`src/rtl/stereo_pkg.sv`:
```
// ============================================================================
// Module      : stereo_pkg
// Description : Shared types and decimated image geometry for the stereo path.
// Revision    : 1.0 - initial release
// ============================================================================
`default_nettype none

package stereo_pkg;

    localparam int IMG_W_DEC = 120;
    localparam int IMG_H_DEC = 240;

    typedef struct packed {
        logic [12:0] disp_conf;
        logic [7:0]  conf;
    } dc_word_t;

    typedef enum logic {
        FREE = 1'b0,
        FULL = 1'b1
    } bank_state_e;

    typedef enum logic [1:0] {
        IDLE  = 2'd0,
        READ  = 2'd1,
        DRAIN = 2'd2
    } rd_state_e;

endpackage

`default_nettype wire

```
`src/rtl/col_addr_gen.sv`:
```
// ============================================================================
// Module      : col_addr_gen
// Description : Column-major read address walker (row/col/raddr counters).
// Revision    : 1.0 - initial release
// ============================================================================
`default_nettype none

module col_addr_gen #(
    parameter int img_w = 120,
    parameter int img_h = 240,
    parameter int aw    = $clog2(img_w * img_h)
) (
    input  logic          clk50,
    input  logic          reset,
    input  logic          start,
    input  logic          step,
    output logic [aw-1:0] raddr,
    output logic          sol,
    output logic          last
);

    localparam int c_rw = ($clog2(img_h) > 0) ? $clog2(img_h) : 1;
    localparam int c_cw = ($clog2(img_w) > 0) ? $clog2(img_w) : 1;
    localparam logic [c_rw-1:0] c_row_last = c_rw'(img_h - 1);
    localparam logic [c_cw-1:0] c_col_last = c_cw'(img_w - 1);
    localparam logic [aw-1:0]   c_row_step = aw'(img_w);

    logic [c_rw-1:0] r_row;
    logic [c_cw-1:0] r_col;
    logic [aw-1:0]   r_raddr;

    always_ff @(posedge clk50) begin
        if (!reset || start) begin
            r_row   <= '0;
            r_col   <= '0;
            r_raddr <= '0;
        end else if (step) begin
            if (r_row < c_row_last) begin
                r_row   <= r_row + 1'b1;
                r_raddr <= r_raddr + c_row_step;
            end else begin
                // next column starts at its own index in row 0
                r_row   <= '0;
                r_col   <= r_col + 1'b1;
                r_raddr <= aw'(r_col) + aw'(1);
            end
        end
    end

    assign raddr = r_raddr;
    assign sol   = (r_row == '0);
    assign last  = (r_row == c_row_last) && (r_col == c_col_last);

endmodule

`default_nettype wire

```
`src/rtl/transpose_bank_ctrl.sv`:
```
// ============================================================================
// Module      : transpose_bank_ctrl
// Description : Ping-pong row-major write / column-major read transpose
//               controller. Optional TRANSPOSE_OVF_CHECK_EN adds ovf_err.
// Revision    : 1.0 - initial release
// ============================================================================
`default_nettype none

module transpose_bank_ctrl
    import stereo_pkg::*;
#(
    parameter int img_w  = IMG_W_DEC,
    parameter int img_h  = IMG_H_DEC,
    parameter int data_w = 21,
    parameter int rd_lat = 2
) (
    input  logic                             clk50,
    input  logic                             reset,
    input  logic [data_w-1:0]                in_data,
    input  logic                             in_valid,
    output logic                             in_ready,
    output logic                             bram_we,
    output logic                             bram_wbank,
    output logic [$clog2(img_w*img_h)-1:0]   bram_waddr,
    output logic [data_w-1:0]                bram_wdata,
    output logic                             bram_re,
    output logic                             bram_rbank,
    output logic [$clog2(img_w*img_h)-1:0]   bram_raddr,
    input  logic [data_w-1:0]                bram_rdata,
    output logic [data_w-1:0]                out_data,
    output logic                             out_valid,
    output logic                             out_sol,
    output logic                             frame_done
`ifdef TRANSPOSE_OVF_CHECK_EN
    ,
    output logic                             ovf_err
`endif
);

    localparam int c_aw = $clog2(img_w * img_h);
    localparam int c_lw = (rd_lat > 1) ? $clog2(rd_lat) : 1;
    localparam logic [c_aw-1:0] c_last_waddr = c_aw'(img_w * img_h - 1);
    localparam logic [c_lw-1:0] c_drain_last = c_lw'(rd_lat - 1);

    bank_state_e     r_bank [2];
    logic            r_wbank;
    logic            r_rbank;
    logic [c_aw-1:0] r_waddr;
    rd_state_e       r_state;
    rd_state_e       w_state_nxt;
    logic [c_lw-1:0] r_drain_cnt;
    logic [rd_lat-1:0] r_re_pipe;
    logic [rd_lat-1:0] r_sol_pipe;
    logic            r_frame_done;
    logic            w_wr;
    logic            w_wr_last;
    logic            w_start;
    logic            w_step;
    logic            w_sol;
    logic            w_last;
    logic            w_drain_done;
    logic            w_re;

    col_addr_gen #(
        .img_w (img_w),
        .img_h (img_h),
        .aw    (c_aw)
    ) u_col_addr_gen (
        .clk50 (clk50),
        .reset (reset),
        .start (w_start),
        .step  (w_step),
        .raddr (bram_raddr),
        .sol   (w_sol),
        .last  (w_last)
    );

    assign in_ready  = (r_bank[r_wbank] == FREE);
    assign w_wr      = in_valid & in_ready;
    assign w_wr_last = w_wr && (r_waddr == c_last_waddr);

    always_ff @(posedge clk50) begin
        if (!reset) begin
            r_waddr <= '0;
            r_wbank <= 1'b0;
        end else if (w_wr) begin
            if (w_wr_last) begin
                r_waddr <= '0;
                r_wbank <= ~r_wbank;
            end else begin
                r_waddr <= r_waddr + 1'b1;
            end
        end
    end

    // Writer and reader never own the same bank, so both updates may land together.
    always_ff @(posedge clk50) begin
        for (int b = 0; b < 2; b++) begin
            if (!reset) begin
                r_bank[b] <= FREE;
            end else if (w_wr_last && (r_wbank == 1'(b))) begin
                r_bank[b] <= FULL;
            end else if (w_drain_done && (r_rbank == 1'(b))) begin
                r_bank[b] <= FREE;
            end
        end
    end

    always_comb begin
        w_state_nxt  = r_state;
        w_start      = 1'b0;
        w_step       = 1'b0;
        w_re         = 1'b0;
        w_drain_done = 1'b0;
        case (r_state)
            IDLE: begin
                w_start = 1'b1;
                if (r_bank[r_rbank] == FULL) begin
                    w_state_nxt = READ;
                end
            end
            READ: begin
                w_re   = 1'b1;
                w_step = 1'b1;
                if (w_last) begin
                    w_state_nxt = DRAIN;
                end
            end
            DRAIN: begin
                if (r_drain_cnt == c_drain_last) begin
                    w_drain_done = 1'b1;
                    w_state_nxt  = IDLE;
                end
            end
            default: w_state_nxt = IDLE;
        endcase
    end

    always_ff @(posedge clk50) begin
        if (!reset) begin
            r_state      <= IDLE;
            r_rbank      <= 1'b0;
            r_drain_cnt  <= '0;
            r_frame_done <= 1'b0;
        end else begin
            r_state      <= w_state_nxt;
            r_frame_done <= w_drain_done;
            if (w_drain_done) begin
                r_rbank <= ~r_rbank;
            end
            if (r_state == DRAIN) begin
                r_drain_cnt <= r_drain_cnt + 1'b1;
            end else begin
                r_drain_cnt <= '0;
            end
        end
    end

    // Qualifiers travel alongside the BRAM read latency.
    always_ff @(posedge clk50) begin
        if (!reset) begin
            r_re_pipe  <= '0;
            r_sol_pipe <= '0;
        end else begin
            r_re_pipe[0]  <= w_re;
            r_sol_pipe[0] <= w_re & w_sol;
            for (int i = 1; i < rd_lat; i++) begin
                r_re_pipe[i]  <= r_re_pipe[i-1];
                r_sol_pipe[i] <= r_sol_pipe[i-1];
            end
        end
    end

    assign bram_we    = w_wr;
    assign bram_wbank = r_wbank;
    assign bram_waddr = r_waddr;
    assign bram_wdata = in_data;
    assign bram_re    = w_re;
    assign bram_rbank = r_rbank;
    assign out_data   = bram_rdata;
    assign out_valid  = r_re_pipe[rd_lat-1];
    assign out_sol    = r_sol_pipe[rd_lat-1];
    assign frame_done = r_frame_done;

`ifdef TRANSPOSE_OVF_CHECK_EN
    logic r_ovf_err;

    always_ff @(posedge clk50) begin
        if (!reset) begin
            r_ovf_err <= 1'b0;
        end else if (in_valid && !in_ready) begin
            r_ovf_err <= 1'b1;
        end
    end

    always_ff @(posedge clk50) begin
        if (reset && in_valid && !in_ready) begin
            $error("transpose_bank_ctrl: word dropped, both banks full");
        end
    end

    assign ovf_err = r_ovf_err;
`endif

endmodule

`default_nettype wire

```
`config.mk`:
```
export PLATFORM = sky130hd
export DESIGN_NAME = transpose_bank_ctrl
export DESIGN_NICKNAME = d
export VERILOG_FILES = /design/src/rtl/stereo_pkg.sv /design/src/rtl/col_addr_gen.sv /design/src/rtl/transpose_bank_ctrl.sv
export SDC_FILE = /design/constraint.sdc
export NUM_CORES = 1
export LEC_CHECK = 0
export CORE_UTILIZATION = 55
export DETAILED_ROUTE_END_ITERATION = 10
export DONT_BUFFER_PORTS = 1
export PLACE_DENSITY_LB_ADDON = 0.3
export SYNTH_ARGS = -nofsm -noshare
export SYNTH_HDL_FRONTEND = slang
export SYNTH_SLANG_ARGS = --single-unit
```
`constraint.sdc`:
```
create_clock -name clk50 -period 4.5 [get_ports clk50]
set_clock_uncertainty 0.1 [all_clocks]
set_input_delay 0.45 -clock clk50 [delete_from_list [all_inputs] [get_ports clk50]]
set_output_delay 0.45 -clock clk50 [all_outputs]
set_load 0.05 [all_outputs]
```
=== Word level (Yosys, flattened, before mapping) ===
Memories as Yosys holds them, arrays and structs flattened. A register that Yosys moved wholly into a read port is not among the register bits.
Index checks and enable logic that the tools add are counted.

* Flip-flop bits (word level): 55
* Bits in latches: 0
* RAM bits: 2
* Memory bits (read-only): 0
* Logic and storage cells: 85
* Memories: 1

{| class="wikitable"
|+ Memories
! memory !! depth !! bits a word !! rd ports !! clocked after memory_dff !! write ports !! line !! text
|-
| r_bank || 2 || 1 || 2 || 2 || 2 || transpose_bank_ctrl.sv:45 || <nowiki>bank_state_e r_bank [2];</nowiki>
|}

* Add/subtract/negate cells: 6
* $mul: 0
* Divide/modulo/power cells: 0
* Magnitude comparators: 1
* Equal/unequal tests: 8
* Shift operators: 0
* Mux-type cells: 34
* Bitwise logic cells: 10
* Reductions and logical operators: 14

{| class="wikitable"
|+ Operators by type and width
! kind !! count
|-
| $mux W15 || 2
|-
| $mux W1 || 27
|-
| $add A15 B1 Y15 const B || 1
|-
| $add A15 B7 Y15 const B || 1
|-
| $eq A15 B15 Y1 const B || 1
|-
| $add A7 B1 Y8 const B || 1
|-
| $add A8 B1 Y8 const B || 1
|-
| $eq A8 B8 Y1 const B || 1
|-
| $logic_not A8 Y1 || 1
|-
| $lt A8 B8 Y1 const B || 1
|-
| $mux W8 || 1
|-
| $add A7 B1 Y7 const B || 1
|-
| $eq A7 B7 Y1 const B || 1
|-
| $logic_and A1 B1 Y1 || 6
|-
| $mux W2 || 3
|-
| $pmux W2 S3 || 1
|-
| $reduce_and A2 Y1 || 3
|-
| $ne A2 B2 Y1 const B || 2
|-
| $not A1 Y1 || 4
|-
| $or A1 B1 Y1 || 4
|-
| $reduce_and A3 Y1 || 1
|-
| $and A1 B1 Y1 || 2
|-
| $eq A2 B1 Y1 const B || 1
|-
| $eq A2 B2 Y1 const B || 1
|-
| 5 further kinds || 5
|}

=== Longest topological paths before layout ===
Gate-level depths: netlist (run 1).

* Depth in word-level cells: 9
* Mapped depth: 8
* Depth with buffers taken out: 6

=== By module ===
From an unflattened synthesis (run 1), not the netlist that was laid out.

* Cell total of the unflattened synthesis: 355
* Area total of the unflattened synthesis: 3,121.7 um^2

{| class="wikitable"
|+ Modules (own cells, without submodules)
! module !! times used !! cells an instance !! area each (um^2) !! sequential area each (um^2)
|-
| transpose_bank_ctrl || 1 || 176 || 1,580.3 || 590.6
|-
| col_addr_gen || 1 || 179 || 1,541.5 || 600.6
|}

=== Worst setup path before layout (run 1) ===
OpenSTA, ideal clock, no wires.

* Path kind: register to register
* From: reg r_waddr[0] (netlist: bram_waddr[0])
* To: mem r_bank[0] (netlist name) (enable)
* Setup time: 311 ps
* Data arrival time: 1,896 ps
* Required time: 4,089 ps
* Setup slack: 2,193 ps
* Stages on the path, launching flop included: 6
* Clock period less this slack: 2,307 ps
* Cell sequence: dfxtp_1 ha_1 nand3_1 or3_1 or2_1 o21ai_0

{| class="wikitable"
|+ RTL lines
! what !! line !! text
|-
| start, declared || transpose_bank_ctrl.sv:48 || <nowiki>logic [c_aw-1:0] r_waddr;</nowiki>
|-
| start signal, assigned || transpose_bank_ctrl.sv:91 || <nowiki>r_waddr <= r_waddr + 1'b1;</nowiki>
|-
| end, declared || transpose_bank_ctrl.sv:45 ||
|}

=== Worst setup path after layout (run 1) ===
* From: reg r_waddr[1] (netlist: bram_waddr[1])
* To: reg r_waddr[13] (netlist: bram_waddr[13])

* Cells in the longest elaborated chain, start to end: 3

{| class="wikitable"
|+ Ends and longest elaborated chain
! what !! line !! text
|-
| branches (longest 2 deep; another with $add A15 B1 Y15) || n/a ||
|-
| $mux W15 * || transpose_bank_ctrl.sv:87 || <nowiki>if (w_wr_last) begin</nowiki>
|}

Every way passes the cells marked *.
A chain may end at the register's enable or synchronous reset.

==> results.cfg, run 1 <==
[synth]
ys_types = 50
ys.flop_type = dfxtp_1
synth_compound_area_share_pct = 7.48
synth_top_family_by_area = simple AND/OR/NAND/NOR gates
yosysSeqAreaShare_pct = 38.7
netlist.area_leader.share_pct = 37.7
syn_inst = 354
yosys_warnings = 0
yosys.area.top_type = dfxtp_1
synth_common_cells = dfxtp_1, buf_4, nor2_1, xnor2_1, nand2_1
synth.mux.area_fraction_pct = 2.11
syn_nets = 406
ys_async_sr_fraction_pct = 0
yosys.area_share.simple_pct = 25.5
yosys.area_share.adder_pct = 2.85
synth_enable_flop_cells = 1
synth-seq-cells = 59
syn_area_per_cell_sq_um = 8.69
synthesis.area_sq_um = 3080
synth_xor_area_share_pct = 9.96
synthTopCellsByArea = dfxtp_1, buf_4, xnor2_1
synth.most_common_cell = dfxtp_1

[sta]
worst_slew_pin_slew_ns = 0.984
slew_viol_final = 0
slew_headroom_pct = 34.0
tns_ns = 0
setup_viol = 0
fin_crit_sh_pct = 58.4
max_freq_mhz = 380
final_hold_viol_count = 0
fin_ws_ns = 1.87
whs_ns = 0.144
min_period_ns = 2.63
rsz0062_at_grt = no

[clock_tree]
clkTransAtPathRegs_ns = 0.06
post_cts_resized = 0
htreeDepth = 3
cts_buffers = 9
post-cts-setup-buffers = 0
clock_latency_ns = 0.33
cts_tree = built
cts-root-buf = clkbuf_8
numClockSinks = 59
cts.path.max_buffers = 2
cts_hold_buf = 0

[route]
drt.antenna.violating_nets = 0
drt_wl_total_um = 5320
wl_per_cell_um = 13.8
drt-initial-drc-count = 45
post-route-drc-count = 0
drtPass1Iterations = 4
vias = 2165
via_per_inst = 5.62

[setup_path]
crit_path_end_kind = flop
path_max_fanout = 11
cp-start-kind = flop
rr_worst_depth = 5
crit_start = bram_waddr[1]
reg2reg_to = bram_waddr[13]
critPathKind = flop to flop
r2r_start = bram_waddr[1]
cp-endpoint = bram_waddr[13]
crit_required_ns = 4.58
critPathArrivalTime_ns = 2.71
rrSetupSlack_ns = 1.87

[grt]
grt_max_degree = 24
overflow = 0
grt_pass1_vias = 2017
grt_usage_pct = 19.0
antenna_found_initial = 0
grt_pass1_wl_um = 8970

[floorplanning]
die_x_um = 76.8
initial_core_util_pct = 58.8
pin_count = 125
dieArea_sq_um = 5900
fp.dieH_um = 76.8
rows = 26
core-area_sq_um = 5240

[power_and_ir_drop]
pwr-share-clk_pct = 39.5
totalPowerFinal_mw = 1.00
power_leakage_nw = 0.956
p_seq_share_pct = 55.5
comb_power_share_pct = 5.1
switchingPower_mw = 0.259
power.density_nw_per_um2 = 338
ir_worst_vdd_mv = 0.297
netSwitchingFraction_pct = 25.9
p_int_mw = 0.742

[cells_and_area]
area_growth_pct = -3.90
drive_gt1_share_pct = 6.98
fillers = 479
num-nets-final = 362
antenna_cells = 0
fin_cells = 385

[status]
status = finished clean

[placed_design]
placed_cells = 369
place_ws_ns = 1.88
place.gp.congestion = 0.852
placement.io_buffers = 0
detailed_place_hpwl_um = 3720

[run]
maxCapViolations = 0

[hold_path]
min_path_type = input port to flop
==> metrics by stage <==
| stage | util [%] | instance area [sq um] |
|---|---|---|
| after floorplan | - | 3080 |
| after global placement | 53.4 | 2800 |
| after detailed placement | 53.4 | 2800 |
| after CTS | 56.5 | 2960 |
| after global routing | 56.5 | 2960 |
| final | 56.5 | 2960 |
==> power groups by stage <==
stage,registers [mW],logic (mW),clock network (mW)
2_1_floorplan,0.563,0.149,0
3_3_place_gp,0.567,0.0515,0
3_5_place_dp,0.567,0.0510,0
4_1_cts,0.555,0.0514,0.410
5_1_grt,0.556,0.0575,0.430
6_report,0.555,0.0507,0.395
==> cell type report <==
type / count / area, sq um / area share (%)
clock inverters: 6 / 32.5 / 1.10
multi-input cells: 228 / 1470 / 49.8
well taps: 70 / 87.6 / 2.96
clock buffers: 10 / 128 / 4.31
flip-flops and latches: 59 / 1190 / 40.3
inverters: 12 / 45.0 / 1.52
==> worst max-delay path: stages, from the launching register on <==
cell and delay (ns):
dfxtp_1 0.69, ha_1 0.30, nand3_1 0.22, or3_1 0.47
o21ai_1 0.60, a21oi_1 0.10
==> state kept, by name (all words and copies together) (netlist names), named ones only <==
name,cells
bram_wbank,1
r_state,2
u_col_addr_gen.r_row,8
u_col_addr_gen.r_col,7
frame_done,1
bram_rbank,1
r_sol_pipe,2
r_drain_cnt,1
r_bank,2
r_re_pipe,2
bram_waddr,15
u_col_addr_gen.raddr,15
==> cell usage in the layout (no fill, tap or decap), types with 9 or more instances in the layout <==
master / n
nor3_1: 9
dfxtp_1: 58
nand2_1: 25
nor4_1: 13
xnor2_1: 29
clkbuf_8: 9
a21oi_1: 9
nand3_1: 11
inv_1: 12
nor2_1: 37
==> metal layers <==
metal	wire length (um)	vias up	GRT usage, %
met5	0	-	0
met4	82	0	9.23
met3	381	18	8.81
met2	2480	59	31.1
met1	2380	993	20.6
li1	-	1095	-
==> cell families (layout without fill, tap and decap cells) <==
logic type	Yosys count	count (layout)
AND/OR/NAND/NOR	144	144
buffers and inverters	67	28
adder cells (fa/ha/maj)	7	7
multiplexers	6	6
XOR/XNOR	35	35
AO/OA/AOI/OAI	36	36
flip-flops	59	59
==> worst min-delay path by stage <==
stage                  start       endpoint  depth (start not counted)
2_1_floorplan   r_re_pipe[0]   r_re_pipe[1]                          1
3_3_place_gp   r_sol_pipe[0]  r_sol_pipe[1]                          1
3_5_place_dp   r_sol_pipe[0]  r_sol_pipe[1]                          1
4_1_cts                reset     r_state[0]                          1
5_1_grt                reset  r_sol_pipe[1]                          1
6_report               reset     r_state[0]                          1
Power figures use the tool's default switching activity.
==> run 2, diff against run 1 <==
- clock period: 4.5 -> 2.3 ns (I/O delays scaled with it)
==> results.cfg, run 2 (same netlist as run 1, synthesis figures left out) <==
[clock_tree]
htreeDepth = 3
cts_tree = built
post-cts-setup-buffers = 0
cts.path.max_buffers = 2
cts-root-buf = clkbuf_8
clkTransAtPathRegs_ns = 0.07
clock_latency_ns = 0.34
numClockSinks = 59
cts_buffers = 9

[grt]
use_met3_pct = 8.81
grt_max_degree = 19
antenna_found_initial = 0
use_met1_pct = 25.6
overflow = 0
grt_pass1_wl_um = 10400
grt_pass1_vias = 2234
grtUsageMet2_pct = 36.3
top_usage_layer = met2
grt_usage_pct = 22.1

[cells_and_area]
drive_gt1_share_pct = 17.7
antenna_cells = 0
num-nets-final = 402
fin_cells = 425
finish.instance_area_sq_um = 3300
mostFrequentLayoutCells = dfxtp_1, buf_4, nor2_1
layout_commonest_cell = dfxtp_1
area_growth_pct = 7.11

[placed_design]
detailed_place_hpwl_um = 4400
place.gp.congestion = 0.898
placed_cells = 408
place_ws_ns = 0.285
place_area_sq_um = 3090
placement.io_buffers = 0

[floorplanning]
initial_core_util_pct = 58.8
dieArea_sq_um = 5900
die_x_um = 76.8
pin_count = 125
rows = 26
core-area_sq_um = 5240
fp.dieH_um = 76.8

[route]
post-route-drc-count = 0
drt_wl_total_um = 6060
via_per_inst = 5.48
drtPass1Iterations = 5
vias = 2330
drt-initial-drc-count = 45
drt.antenna.violating_nets = 0
wl_per_cell_um = 14.3

[sta]
rsz0062_at_grt = no
max_freq_mhz = 494
fin_ws_ns = 0.276
slew_viol_final = 0
final_hold_viol_count = 0
whs_ns = 0.0776
min_period_ns = 2.02
tns_ns = 0
slew_headroom_pct = 57.2
fin_crit_sh_pct = 88.0
worst_slew_pin_slew_ns = 0.640
setup_viol = 0

[power_and_ir_drop]
power_leakage_nw = 1.18
power.density_nw_per_um2 = 652
ir_worst_vdd_mv = 0.465

[setup_path]
crit_path_end_kind = flop
crit_required_ns = 2.24
slowest_stage = or3_1
crit_chain = mux2_4 > or3_1 > or2_1 > o21ai_0
critPathKind = flop to flop
cpPeakStageDelay_ns = 0.43
critPathArrivalTime_ns = 1.96
path_max_fanout = 14
cp-start-kind = flop

[run]
maxCapViolations = 0

[hold_path]
min_path_type = input port to flop

[status]
status = finished clean
## run 2: area by class of cell
cell class              instances  area, sq um
fillers                       448         1940
multi-input cells             228         1470
flip-flops and latches         59         1190
repair buffers                 40          303
well taps                      70         87.6
clock buffers                  11          141
inverters                      12         45.0
clock inverters                 5         52.6
## run 2: timing repair
item                      in CTS  in global routing
hold endpoints to repair      17                  0
resized for setup              0                  0
hold buffers                   1                  0
## run 2: stage by stage
step / utilization (%) / power [mW]
final: 62.9 / 2.15
after CTS: 62.9 / 2.17
after global routing: 62.9 / 2.23
after detailed placement: 59.1 / 1.24
after floorplan: - / 1.39
after global placement: 59.1 / 1.23
## run 2: metal layers
metal,share of wire [%],vias to the layer above
li1,-,1174
met1,44,1089
met2,48,57
met3,6.2,10
met4,1.6,0
met5,0,-
## run 2: power breakdown
group,internal (mW),switching [mW]
clock network,0.524,0.407
logic,0.0544,0.104
registers,1.04,0.0213
## run 2: worst paths after layout
kind,from,endpoint,slack (ns),cells past startpoint
worst max-delay path,r_bank[0],r_bank[0],0.28,4
worst min-delay path,reset,r_bank[0],0.08,1
worst max register to register,r_bank[0],r_bank[0],0.28,4
worst min register to register,r_sol_pipe[0],r_sol_pipe[1],0.33,1
## run 2: critical path: cells and delay by family, from the launching register on
kind	cells	cell delay (ns)
and+or+nand+nor	2	0.69
DFF	1	0.39
muxes	1	0.35
AOI/OAI and AO/OA	1	0.19
